## src/rtl/rv32_pipeline_pkg.sv

```systemverilog
// Shared RV32 pipeline types: opcodes, ALU operations, operand selects and the
// per-stage control bundle carried by rv32_pipe_ctrl.
package rv32_pipeline_pkg;

  typedef enum logic [6:0] {
    OPC_LOAD   = 7'h03,
    OPC_OP_IMM = 7'h13,
    OPC_AUIPC  = 7'h17,
    OPC_STORE  = 7'h23,
    OPC_OP     = 7'h33,
    OPC_LUI    = 7'h37,
    OPC_BRANCH = 7'h63,
    OPC_JALR   = 7'h67,
    OPC_JAL    = 7'h6F
  } opcode_t;

  typedef enum logic [3:0] {
    ALU_ADD    = 4'd0,
    ALU_SUB    = 4'd1,
    ALU_SLL    = 4'd2,
    ALU_SLT    = 4'd3,
    ALU_SLTU   = 4'd4,
    ALU_XOR    = 4'd5,
    ALU_SRL    = 4'd6,
    ALU_SRA    = 4'd7,
    ALU_OR     = 4'd8,
    ALU_AND    = 4'd9,
    ALU_PASS_A = 4'd10,
    ALU_PASS_B = 4'd11
  } alu_opcode_t;

  typedef enum logic {
    REGISTER_A = 1'b0,
    PC_A       = 1'b1
  } src_a_sel_t;

  typedef enum logic {
    IMMEDIATE  = 1'b0,
    REGISTER_B = 1'b1
  } src_b_sel_t;

  typedef enum logic [2:0] {
    I_TYPE = 3'd0,
    S_TYPE = 3'd1,
    B_TYPE = 3'd2,
    U_TYPE = 3'd3,
    J_TYPE = 3'd4
  } imm_sel_t;

  localparam logic WB_ALU = 1'b0;
  localparam logic WB_MEM = 1'b1;

  typedef struct packed {
    logic        valid;
    alu_opcode_t alu_op;
    src_a_sel_t  src_a_sel;
    src_b_sel_t  src_b_sel;
    imm_sel_t    imm_sel;
    logic        mem_read;
    logic        mem_write;
    logic        reg_write;
    logic        wb_sel;
    logic [4:0]  rd;
    logic        illegal;
  } ctrl_t;

  localparam ctrl_t CTRL_BUBBLE = '{
    valid: 1'b0, alu_op: ALU_ADD, src_a_sel: REGISTER_A, src_b_sel: IMMEDIATE,
    imm_sel: I_TYPE, mem_read: 1'b0, mem_write: 1'b0, reg_write: 1'b0,
    wb_sel: WB_ALU, rd: 5'd0, illegal: 1'b0
  };

  // alt selects the funct7=0x20 variant (SUB for funct3 0, SRA for funct3 5)
  function automatic alu_opcode_t alu_from_funct3(input logic [2:0] funct3, input logic alt);
    alu_opcode_t op;
    case (funct3)
      3'd0:    op = alt ? ALU_SUB : ALU_ADD;
      3'd1:    op = ALU_SLL;
      3'd2:    op = ALU_SLT;
      3'd3:    op = ALU_SLTU;
      3'd4:    op = ALU_XOR;
      3'd5:    op = alt ? ALU_SRA : ALU_SRL;
      3'd6:    op = ALU_OR;
      3'd7:    op = ALU_AND;
      default: op = ALU_ADD;
    endcase
    return op;
  endfunction

  // True when a stage that will write c.rd produces a source the decode slot reads
  function automatic logic rd_hits(input ctrl_t c, input logic [4:0] rs1, input logic rs1_used,
                                   input logic [4:0] rs2, input logic rs2_used);
    return c.valid && c.reg_write && (c.rd != 5'd0) &&
           ((rs1_used && (rs1 == c.rd)) || (rs2_used && (rs2 == c.rd)));
  endfunction

endpackage

```

## src/rtl/rv32_pipe_ctrl_decode.sv

```systemverilog
// Combinational RV32 decoder: instruction fields to a control bundle plus the
// register-source usage flags consumed by the hazard check.
module rv32_ctrl_decode
  import rv32_pipeline_pkg::*;
(
  input  logic [6:0] opcode,
  input  logic [2:0] funct3,
  input  logic [6:0] funct7,
  input  logic [4:0] rd,
  output ctrl_t      ctrl,
  output logic       rs1_used,
  output logic       rs2_used
);

  always_comb begin
    ctrl      = CTRL_BUBBLE;
    ctrl.valid = 1'b1;
    rs1_used  = 1'b0;
    rs2_used  = 1'b0;
    case (opcode)
      OPC_LOAD: begin
        ctrl.mem_read  = 1'b1;
        ctrl.reg_write = 1'b1;
        ctrl.wb_sel    = WB_MEM;
        rs1_used       = 1'b1;
      end
      OPC_OP_IMM: begin
        ctrl.alu_op    = alu_from_funct3(funct3, (funct3 == 3'd5) && (funct7 == 7'h20));
        ctrl.reg_write = 1'b1;
        rs1_used       = 1'b1;
      end
      OPC_OP: begin
        if ((funct7 == 7'h00) || (funct7 == 7'h20)) begin
          ctrl.alu_op    = alu_from_funct3(funct3, funct7 == 7'h20);
          ctrl.src_b_sel = REGISTER_B;
          ctrl.reg_write = 1'b1;
          rs1_used       = 1'b1;
          rs2_used       = 1'b1;
        end else begin
          ctrl.illegal = 1'b1;
        end
      end
      OPC_STORE: begin
        ctrl.imm_sel   = S_TYPE;
        ctrl.mem_write = 1'b1;
        rs1_used       = 1'b1;
        rs2_used       = 1'b1;
      end
      OPC_BRANCH: begin
        ctrl.imm_sel = B_TYPE;
        rs1_used     = 1'b1;
        rs2_used     = 1'b1;
      end
      OPC_JAL: begin
        ctrl.imm_sel   = J_TYPE;
        ctrl.src_a_sel = PC_A;
        ctrl.reg_write = 1'b1;
      end
      OPC_JALR: begin
        ctrl.reg_write = 1'b1;
        rs1_used       = 1'b1;
      end
      OPC_LUI: begin
        ctrl.imm_sel   = U_TYPE;
        ctrl.alu_op    = ALU_PASS_B;
        ctrl.reg_write = 1'b1;
      end
      OPC_AUIPC: begin
        ctrl.imm_sel   = U_TYPE;
        ctrl.src_a_sel = PC_A;
        ctrl.reg_write = 1'b1;
      end
      default: ctrl.illegal = 1'b1;
    endcase
    // x0 is never written, so it must never look like a pending producer
    ctrl.reg_write = ctrl.reg_write && (rd != 5'd0);
    ctrl.rd        = ctrl.reg_write ? rd : 5'd0;
  end

endmodule

```

## src/rtl/rv32_pipe_ctrl.sv

```systemverilog
// Pipelined RV32 control: decode, STAGES-deep control bundle pipe, RAW hazard
// stall of the decode slot, branch flush and saturating stall counter.
// Define RV32_PIPE_FORWARDING_EN when the EX/MEM bypass exists (load-use stalls only).
module rv32_pipe_ctrl
  import rv32_pipeline_pkg::*;
#(
  parameter int STAGES = 3,
  parameter int CNT_W  = 16
) (
  input  logic              clk,
  input  logic              rst,
  input  logic              id_valid,
  output logic              id_ready,
  input  logic [6:0]        id_opcode,
  input  logic [2:0]        id_funct3,
  input  logic [6:0]        id_funct7,
  input  logic [4:0]        id_rd,
  input  logic [4:0]        id_rs1,
  input  logic [4:0]        id_rs2,
  input  logic              flush,
  output logic [STAGES-1:0] stage_valid,
  output alu_opcode_t       ex_alu_op,
  output src_a_sel_t        ex_src_a_sel,
  output src_b_sel_t        ex_src_b_sel,
  output imm_sel_t          ex_imm_sel,
  output logic              mem_read_en,
  output logic              mem_write_en,
  output logic              wb_reg_write_en,
  output logic              wb_sel,
  output logic [4:0]        wb_rd,
  output logic              illegal,
  output logic [CNT_W-1:0]  stall_cnt
);

  localparam int LAST = STAGES - 1;

  ctrl_t stage [STAGES];
  ctrl_t dec;
  logic  rs1_used;
  logic  rs2_used;
  logic  hit;
  logic  haz;

  rv32_ctrl_decode u_decode (
    .opcode   (id_opcode),
    .funct3   (id_funct3),
    .funct7   (id_funct7),
    .rd       (id_rd),
    .ctrl     (dec),
    .rs1_used (rs1_used),
    .rs2_used (rs2_used)
  );

  // The write-back stage is never compared: the register file writes before it reads
  always_comb begin
    hit = 1'b0;
`ifdef RV32_PIPE_FORWARDING_EN
    hit = stage[0].mem_read && rd_hits(stage[0], id_rs1, rs1_used, id_rs2, rs2_used);
`else
    for (int i = 0; i < STAGES - 1; i++) begin
      hit = hit | rd_hits(stage[i], id_rs1, rs1_used, id_rs2, rs2_used);
    end
`endif
    haz = id_valid && hit;
  end

  assign id_ready = !haz || flush;

  // Stage shift, stage-0 bubble insertion and stall counting
  always_ff @(posedge clk) begin
    if (rst) begin
      for (int i = 0; i < STAGES; i++) begin
        stage[i] <= CTRL_BUBBLE;
      end
      stall_cnt <= '0;
    end else begin
      stage[0] <= (flush || haz || !id_valid) ? CTRL_BUBBLE : dec;
      for (int i = 1; i < STAGES; i++) begin
        stage[i] <= stage[i-1];
      end
      if (haz && !flush && (stall_cnt != {CNT_W{1'b1}})) begin
        stall_cnt <= stall_cnt + CNT_W'(1);
      end else begin
        stall_cnt <= stall_cnt;
      end
    end
  end

  // Output views of the stage registers, gated by each stage's valid
  always_comb begin
    for (int i = 0; i < STAGES; i++) begin
      stage_valid[i] = stage[i].valid;
    end
    ex_alu_op       = stage[0].alu_op;
    ex_src_a_sel    = stage[0].src_a_sel;
    ex_src_b_sel    = stage[0].src_b_sel;
    ex_imm_sel      = stage[0].imm_sel;
    illegal         = stage[0].valid && stage[0].illegal;
    mem_read_en     = stage[1].valid && stage[1].mem_read;
    mem_write_en    = stage[1].valid && stage[1].mem_write;
    wb_reg_write_en = stage[LAST].valid && stage[LAST].reg_write;
    wb_sel          = stage[LAST].valid && stage[LAST].wb_sel;
    wb_rd           = stage[LAST].valid ? stage[LAST].rd : 5'd0;
  end

endmodule

```

## config.mk

```make
export PLATFORM = sky130hd
export DESIGN_NAME = rv32_pipe_ctrl
export DESIGN_NICKNAME = d
export VERILOG_FILES = /design/src/rtl/rv32_pipeline_pkg.sv /design/src/rtl/rv32_pipe_ctrl_decode.sv /design/src/rtl/rv32_pipe_ctrl.sv
export SDC_FILE = /design/constraint.sdc
export NUM_CORES = 1
export LEC_CHECK = 0
export BUFFER_PORTS_ARGS = -buffer_cell sky130_fd_sc_hd__buf_2
export CELL_PAD_IN_SITES_DETAIL_PLACEMENT = 1
export CELL_PAD_IN_SITES_GLOBAL_PLACEMENT = 2
export CORE_MARGIN = 2
export CORE_UTILIZATION = 32
export CTS_CLUSTER_DIAMETER = 40
export CTS_CLUSTER_SIZE = 28
export DETAILED_ROUTE_END_ITERATION = 12
export PLACE_DENSITY = 0.8
export RECOVER_POWER = 50
export SLEW_MARGIN = 10
export SYNTH_ARGS = -nofsm -noshare
export SYNTH_HDL_FRONTEND = slang
export SYNTH_SLANG_ARGS = --single-unit
```

## constraint.sdc

```tcl
create_clock -name clk -period 3.63 [get_ports clk]
set_input_delay 0.1815 -clock clk [delete_from_list [all_inputs] [get_ports clk]]
set_output_delay 0.1815 -clock clk [all_outputs]
set_load 0.01 [all_outputs]
```

==> results of run 1 <==
==> metal layers <==
layer	track usage	vias up
li1	-	1121
met1	0.182	1044
met2	0.260	49
met3	0.0345	7
met4	0.0447	0
met5	0	-
==> worst paths after layout <==
| path | cells past startpoint | to | startpoint |
|---|---|---|---|
| max reg2reg | 7 | stage[0][6] | stage[0][23] |
| min | 2 | stage[0][5] | id_rd[4] |
| min reg2reg | 1 | stage[0][49] | stage[0][29] |
| max | 7 | stage[0][6] | stage[0][23] |
==> cell usage after synthesis (2+ instances only) <==
library cell / count
dfxtp_1: 52
nor2_1: 27
nor2b_1: 24
nand2_1: 16
and2_1: 15
a21oi_1: 14
nand3_1: 13
xor2_1: 12
nor3_1: 11
buf_4: 10
xnor2_1: 8
or4_1: 7
mux2_1: 6
nor4_1: 6
nand2b_1: 5
o31ai_1: 5
clkbuf_1: 4
nand4_1: 4
or3_1: 4
a211oi_2: 2
buf_6: 2
mux2_2: 2
mux2i_1: 2
nor4_2: 2
o211ai_2: 2
o21ai_0: 2
o21ba_1: 2
o22ai_1: 2
o31a_1: 2
or2_2: 2
==> final cells by class <==
class                      count  share of cell area
clock inverter                 3              0.0139
inverter                       2             0.00246
multi-input combinational    214               0.463
sequential                    52               0.341
tap                          102              0.0418
timing repair buffer          76               0.114
clock buffer                   5              0.0226
==> power by group <==
group	switching (mW)	internal, mW	total (mW)
registers	0.00173	0.572	0.574
clock network	0.194	0.204	0.398
logic	0.0396	0.0311	0.0707
total	0.236	0.807	1.04
==> logic make-up after synthesis <==
logic type / after synthesis
and+or+nand+nor: 148
AOI/OAI and AO/OA: 35
adders and majority gates: 1
muxes: 10
DFF: 52
xor gates and xnor gates: 20
buffers and inverters: 19
==> worst register-to-register path, stage by stage (launching register included) <==
cell	delay, ns
dfxtp_1	0.38
or4_1	0.54
o211ai_2	0.24
o22ai_1	0.16
a211oi_4	0.25
buf_4	0.30
nand3_1	0.18
nor4_1	0.33
==> registers in the layout (all words and copies together), names as in the netlist <==
signal / cells
stall_cnt: 16
stage: 36
==> through the flow <==
stage               hold WS, ns  total power [mW]  cells  setup WS, ns  utilization
floorplan                 0.258             0.622    285          1.35            -
global placement          0.406             0.658    446          1.16        0.383
detailed placement        0.408             0.659    446          1.11        0.383
CTS                      0.0772              1.06    454          1.15        0.397
global route             0.0791              1.10    454         0.976        0.393
finish                   0.0885              1.04    454          1.12        0.393
==> reports/qor.txt, run 1 <==
Clock Root Buffer: clkbuf_8
CTS resizes: 0
Max cap viols: 1
CTS tree: built
Async set or reset register ratio after synthesis: 0
R2R Setup Slk: 1.12 ns
Slowest library cell on the worst path: or4_1
DRT antenna net count: 0
Placer Congestion: 0.745
Register Area: 1040 sq um
RSZ-0062 raised after global routing: false
# H-tree levels: 2
Antenna violations before repair: 0
Chip Width: 93.8 um
Hold buffer count at cts: 0
Avg WL per Cell: 13.8 um
Worst Tran Pin Value: 1.68 ns
Largest family of logic cells by synthesized area: simple AND/OR/NAND/NOR gates
Most frequent cells in the layout: 52 x dfxtp_1, 45 x buf_2, 29 x clkbuf_1
Syn_area_per_cell: 9.05 sq um
Critical path's largest stage delay: 0.54 ns
Post-DP HPWL: 4.87 mm
Post-synthesis compound-gate area fraction: 0.101
Final setup skew: 0.00818 ns
Worst Path Max Fanout: 27
PwrDens: 342 nW/um^2
Area Overhead vs Synth: 18.2%
Setup Buffers After CTS: 0
Post-synthesis sequential area ratio: 0.403
Synth Area in XOR/XNOR: 0.0679
Met1 wire length: 2.82 mm
Post-synthesis cell count: 285
Tot GR Track Use: 0.149
Setup crit end kind: register
Final hold viol count: 0
Distinct cells, synth: 50
Quantity of I/O buffers inserted on ports: 74
Area share of and/or/nand/nor cells after synthesis: 0.332
Violated checks: max-capacitance violations, max-slew violations
Commonest non-fill, non-tap cell in the layout: dfxtp_1
Drt total wl: 6.28 mm
Mux share of post-synthesis cell area: 0.0427
Post-Syn Area: 2580 sq um
Largest net degree at the start of global routing: 42
Worst skew pair latency: 0.31 ns
Leak Pwr: 1.18 nW
Met3 WL: 267 um
DRT iter0 DRCs: 32
Synth top area cells: dfxtp_1 40%, nor2b_1 5.8%, xor2_1 4.1%
Pins Over Slew Limit: 42
Vias per inst: 4.89
Num CTS Buffers: 5
Multi-input gate area: 1410 sq um
Die ar.: 8800 sq um
Vias in the first global route: 2208
Nets@finish: 388
TNS Setup: 0 ns
Top sig layer: met4
Max Fclk: 0.398 GHz
Initial Utilization: 0.332
Fin crit period: 2.51 ns
Worst vdd ir: 173 uV
DR vias: 2221
Critical path cell sequence: or4_1 -> o211ai_2 -> o22ai_1 -> a211oi_4 -> buf_4 -> nand3_1 -> nor4_1
Worst setup SP type: register
# fillers: 970
1st-pass router iterations: 4
Synth area leader: dfxtp_1
WS Path Type: reg2reg
Slew headroom: -0.120
CTS max path bufs: 2
# diodes: 0
Tcrit/Tclk final: 0.692
Remaining DRCs: 0
Final Cell Area: 3050 sq um
Wire length on met2: 3.13 mm
Number of synthesized flops with an enable pin: 0
TritonCTS sink count: 52
Yosys reg bits: 52
Worst Path Buf+Inv: 1
Area after DPL: 2980 sq um
Post-synth top flop: dfxtp_1
Synthesis Warnings: 0
Num rows: 32
Delay-heaviest family, CP: simple AND/OR/NAND/NOR gates
Hold Path Class: in2reg
Synth top area share: 0.403
I/O pin count: 75
Die Span Y: 93.8 um
First-pass GRT wire length: 10.5 mm
Setup Viol. Count Final: 0
Clock-pin slew on the worst setup and hold paths: 0.10 ns
Fraction of layout cells with a size suffix above 1: 0.210
Critical Path RT: 3.81 ns
Post-Synth Adder-Cell Area: 0.00485
Outcome: finished with violations
Grt ovf: 0
Data arrival, critical path: 2.69 ns
Core area: 7770 sq um
Post-synth net total: 322
No activity file was read; power rests on OpenSTA's default activity.
==> inputs of run 2 (changes only) <==
--- a/config.mk
+++ b/config.mk
@@ -9,11 +9,11 @@
 export CELL_PAD_IN_SITES_DETAIL_PLACEMENT = 1
 export CELL_PAD_IN_SITES_GLOBAL_PLACEMENT = 2
 export CORE_MARGIN = 2
-export CORE_UTILIZATION = 32
+export CORE_UTILIZATION = 27
 export CTS_CLUSTER_DIAMETER = 40
 export CTS_CLUSTER_SIZE = 28
 export DETAILED_ROUTE_END_ITERATION = 12
-export PLACE_DENSITY = 0.8
+export PLACE_DENSITY = 0.72
 export RECOVER_POWER = 50
 export SLEW_MARGIN = 10
 export SYNTH_ARGS = -nofsm -noshare
==> constraint.sdc (replaced) <==
create_clock -name clk -period 2.1 [get_ports clk]
set_input_delay 0.105 -clock clk [delete_from_list [all_inputs] [get_ports clk]]
set_output_delay 0.105 -clock clk [all_outputs]
set_load 0.01 [all_outputs]
==> run 2 against run 1 <==
Compared with the run above: the run ends with negative setup slack left; sequential power grew 73%; cell area is 13% higher; die area is 18% higher; sequential cell count is the same; final cell count grew 13%.
==> reports/qor.txt, run 2 (synthesized netlist as in run 1, its figures left out) <==
Worst skew pair latency: 0.32 ns (was 0.31 ns)
Critical path depth: 7 (unchanged)
Die ar.: 10400 sq um (was 8800 sq um)
Leak Pwr: 1.39 nW (was 1.18 nW)
R2R Setup Slk: -0.14 ns (was 1.12 ns)
Placer Congestion: 0.791 (was 0.745)
Tcrit/Tclk final: 1.07 (was 0.692)
Critical R2R Launch: stage[0][22] (was stage[0][23])
Die Span Y: 102 um (was 93.8 um)
PwrDens: 509 nW/um^2 (was 342 nW/um^2)
Overall Power: 1.75 mW (was 1.04 mW)
Max Fclk: 0.447 GHz (was 0.398 GHz)
RSZ-0062 raised after global routing: true (was false)
Vias per inst: 4.57 (was 4.89)
Setup ws final: -0.139 ns (was 1.12 ns)
Reg power frac: 0.566 (was 0.550)
Tot GR Track Use: 0.142 (was 0.149)
DRT iter0 DRCs: 39 (was 32)
Drt total wl: 7.16 mm (was 6.28 mm)
Multi-input gate area: 1510 sq um (was 1410 sq um)
Hold Path Class: in2reg (unchanged)
Grt ovf: 0 (unchanged)
Internal Power: 1.30 mW (was 807 uW)
WS Path Type: reg2reg (unchanged)
Worst setup SP type: register (unchanged)
Initial Utilization: 0.279 (was 0.332)
Vias in the first global route: 2313 (was 2208)
Final hold viol count: 0 (unchanged)
Crit path to: stall_cnt[11] (was stage[0][6])
TNS Setup: -2.94 ns (was 0 ns)
I/O pin count: 75 (unchanged)
Data arrival, critical path: 2.45 ns (was 2.69 ns)
Most frequent cells in the layout: 64 x buf_2, 46 x dfxtp_1, 31 x buf_4 (was 52 x dfxtp_1, 45 x buf_2, 29 x clkbuf_1)
Slowest library cell on the worst path: or4_4 (was or4_1)
# H-tree levels: 2 (unchanged)
NetSw: 454 uW (was 236 uW)
Clk pwr share: 0.350 (was 0.382)
Critical path's largest stage delay: 0.55 ns (was 0.54 ns)
Area Overhead vs Synth: 33.6% (was 18.2%)
Final setup skew: 0.0106 ns (was 0.00818 ns)
Pins Over Slew Limit: 0 (was 42)
Core area: 9240 sq um (was 7770 sq um)
First-pass GRT wire length: 11.5 mm (was 10.5 mm)
End of the worst register-to-register path: stall_cnt[11] (was stage[0][6])
Slew headroom: 0.406 (was -0.120)
Worst Path Buf+Inv: 1 (unchanged)
Num CTS Buffers: 5 (unchanged)
Area after DPL: 3250 sq um (was 2980 sq um)
Outcome: finished with violations (unchanged)
# diodes: 0 (unchanged)
Sw frac: 0.259 (was 0.226)
Post-DP HPWL: 5.51 mm (was 4.87 mm)
Max cap viols: 0 (was 1)
Post-Place Cells: 502 (was 446)
Pre-CTS WS: -0.265 ns (was 1.11 ns)
Setup Viol. Count Final: 33 (was 0)
Clock Root Buffer: clkbuf_8 (unchanged)
Most flops, register: stage (unchanged)
CTS max path bufs: 2 (unchanged)
Commonest non-fill, non-tap cell in the layout: buf_2 (was dfxtp_1)
Combinational power share: 0.084 (was 0.068)
WHS: 0.0112 ns (was 0.0885 ns)
1st-pass router iterations: 4 (unchanged)
Chip Width: 102 um (was 93.8 um)
Critical Path RT: 2.31 ns (was 3.81 ns)
Worst Tran Pin Value: 0.891 ns (was 1.68 ns)
Avg WL per Cell: 14.0 um (was 13.8 um)
TritonCTS sink count: 52 (unchanged)
Worst Setup SP: stage[0][22] (was stage[0][23])
Antenna violations before repair: 0 (unchanged)
Clock-pin slew on the worst setup and hold paths: 0.11 ns (was 0.10 ns)
Top Registers: stage x36, stall_cnt x16 (unchanged)
DRT antenna net count: 0 (unchanged)
Finished Layout Cells: 513 (was 454)
Delay-heaviest family, CP: compound AO/OA/AOI/OAI gates (was simple AND/OR/NAND/NOR gates)
Setup crit end kind: register (unchanged)
Quantity of I/O buffers inserted on ports: 74 (unchanged)
Largest net degree at the start of global routing: 24 (was 42)
Register Area: 1050 sq um (was 1040 sq um)
Fin crit period: 2.24 ns (was 2.51 ns)
CTS tree: built (unchanged)
Final core utilization: 0.373 (was 0.393)
Critical path cell sequence: or4_4 -> o211ai_4 -> o22ai_2 -> a211oi_4 -> buf_12 -> nor4_1 -> mux2_1 (was or4_1 -> o211ai_2 -> o22ai_1 -> a211oi_4 -> buf_4 -> nand3_1 -> nor4_1)
Hold Path Origin: id_rd[2] (was id_rd[4])
Max reg flops: 36 (unchanged)
# fillers: 1127 (was 970)
Remaining DRCs: 0 (unchanged)
R2R depth: 7 (unchanged)
Worst vdd ir: 254 uV (was 173 uV)
DR vias: 2345 (was 2221)
Fraction of layout cells with a size suffix above 1: 0.378 (was 0.210)
Violated checks: negative setup slack (was max-capacitance violations, max-slew violations)
Final Cell Area: 3450 sq um (was 3050 sq um)
Nets@finish: 420 (was 388)
Worst Path Max Fanout: 22 (was 27)
Num rows: 35 (was 32)
-- run 2: cell count changes in the layout (fill, tap and decap cells not counted), sizes merged --
cell,delta
dlygate4sd3,+1
buf,+49
inv,+1
bufinv,-1
clkinv,-1
clkinvlp,+1
clkbuf,-18
-- run 2: layer usage --
layer | part of all wire | routed length, um | vias to the layer above | GRT usage
li1 | - | - | 1188 | -
met1 | 0.47 | 3390 | 1105 | 0.188
met2 | 0.48 | 3400 | 45 | 0.234
met3 | 0.040 | 284 | 7 | 0.0262
met4 | 0.012 | 85 | 0 | 0.0437
met5 | 0 | 0 | - | 0
-- run 2: worst min path at each step --
stage	end	cells after the start
2_1_floorplan	stage[0][6]	1
3_3_place_gp	stage[0][5]	2
3_5_place_dp	stage[0][5]	2
4_1_cts	stage[0][3]	2
5_1_grt	stage[0][1]	2
6_report	stage[0][3]	2
-- run 2: area by class of cell --
cell class / count / share of cell area
clock inverters: 3 / 0.00762
well taps: 129 / 0.0468
repair buffers: 108 / 0.181
inverters: 2 / 0.00218
multi-input cells: 214 / 0.438
clock buffers: 5 / 0.0200
flip-flops and latches: 52 / 0.304
-- run 2: what timing repair did --
item / CTS / global route
hold buffers: 1 / 0
resized for setup: 13 / 8
buffers inserted: 2 / 0
pin swaps: 4 / 5
endpoints found under the setup margin: 35 / 36
endpoints found under the hold margin: 1 / 0
-- run 2: power groups by stage --
stage | Sequential (mW) | Combinational, mW | Clock, mW
final | 0.992 | 0.147 | 0.614
after global routing | 0.994 | 0.162 | 0.693
after CTS | 0.993 | 0.145 | 0.658
after detailed placement | 1.02 | 0.141 | 0
after global placement | 1.01 | 0.137 | 0
after floorplan | 1.01 | 0.0617 | 0
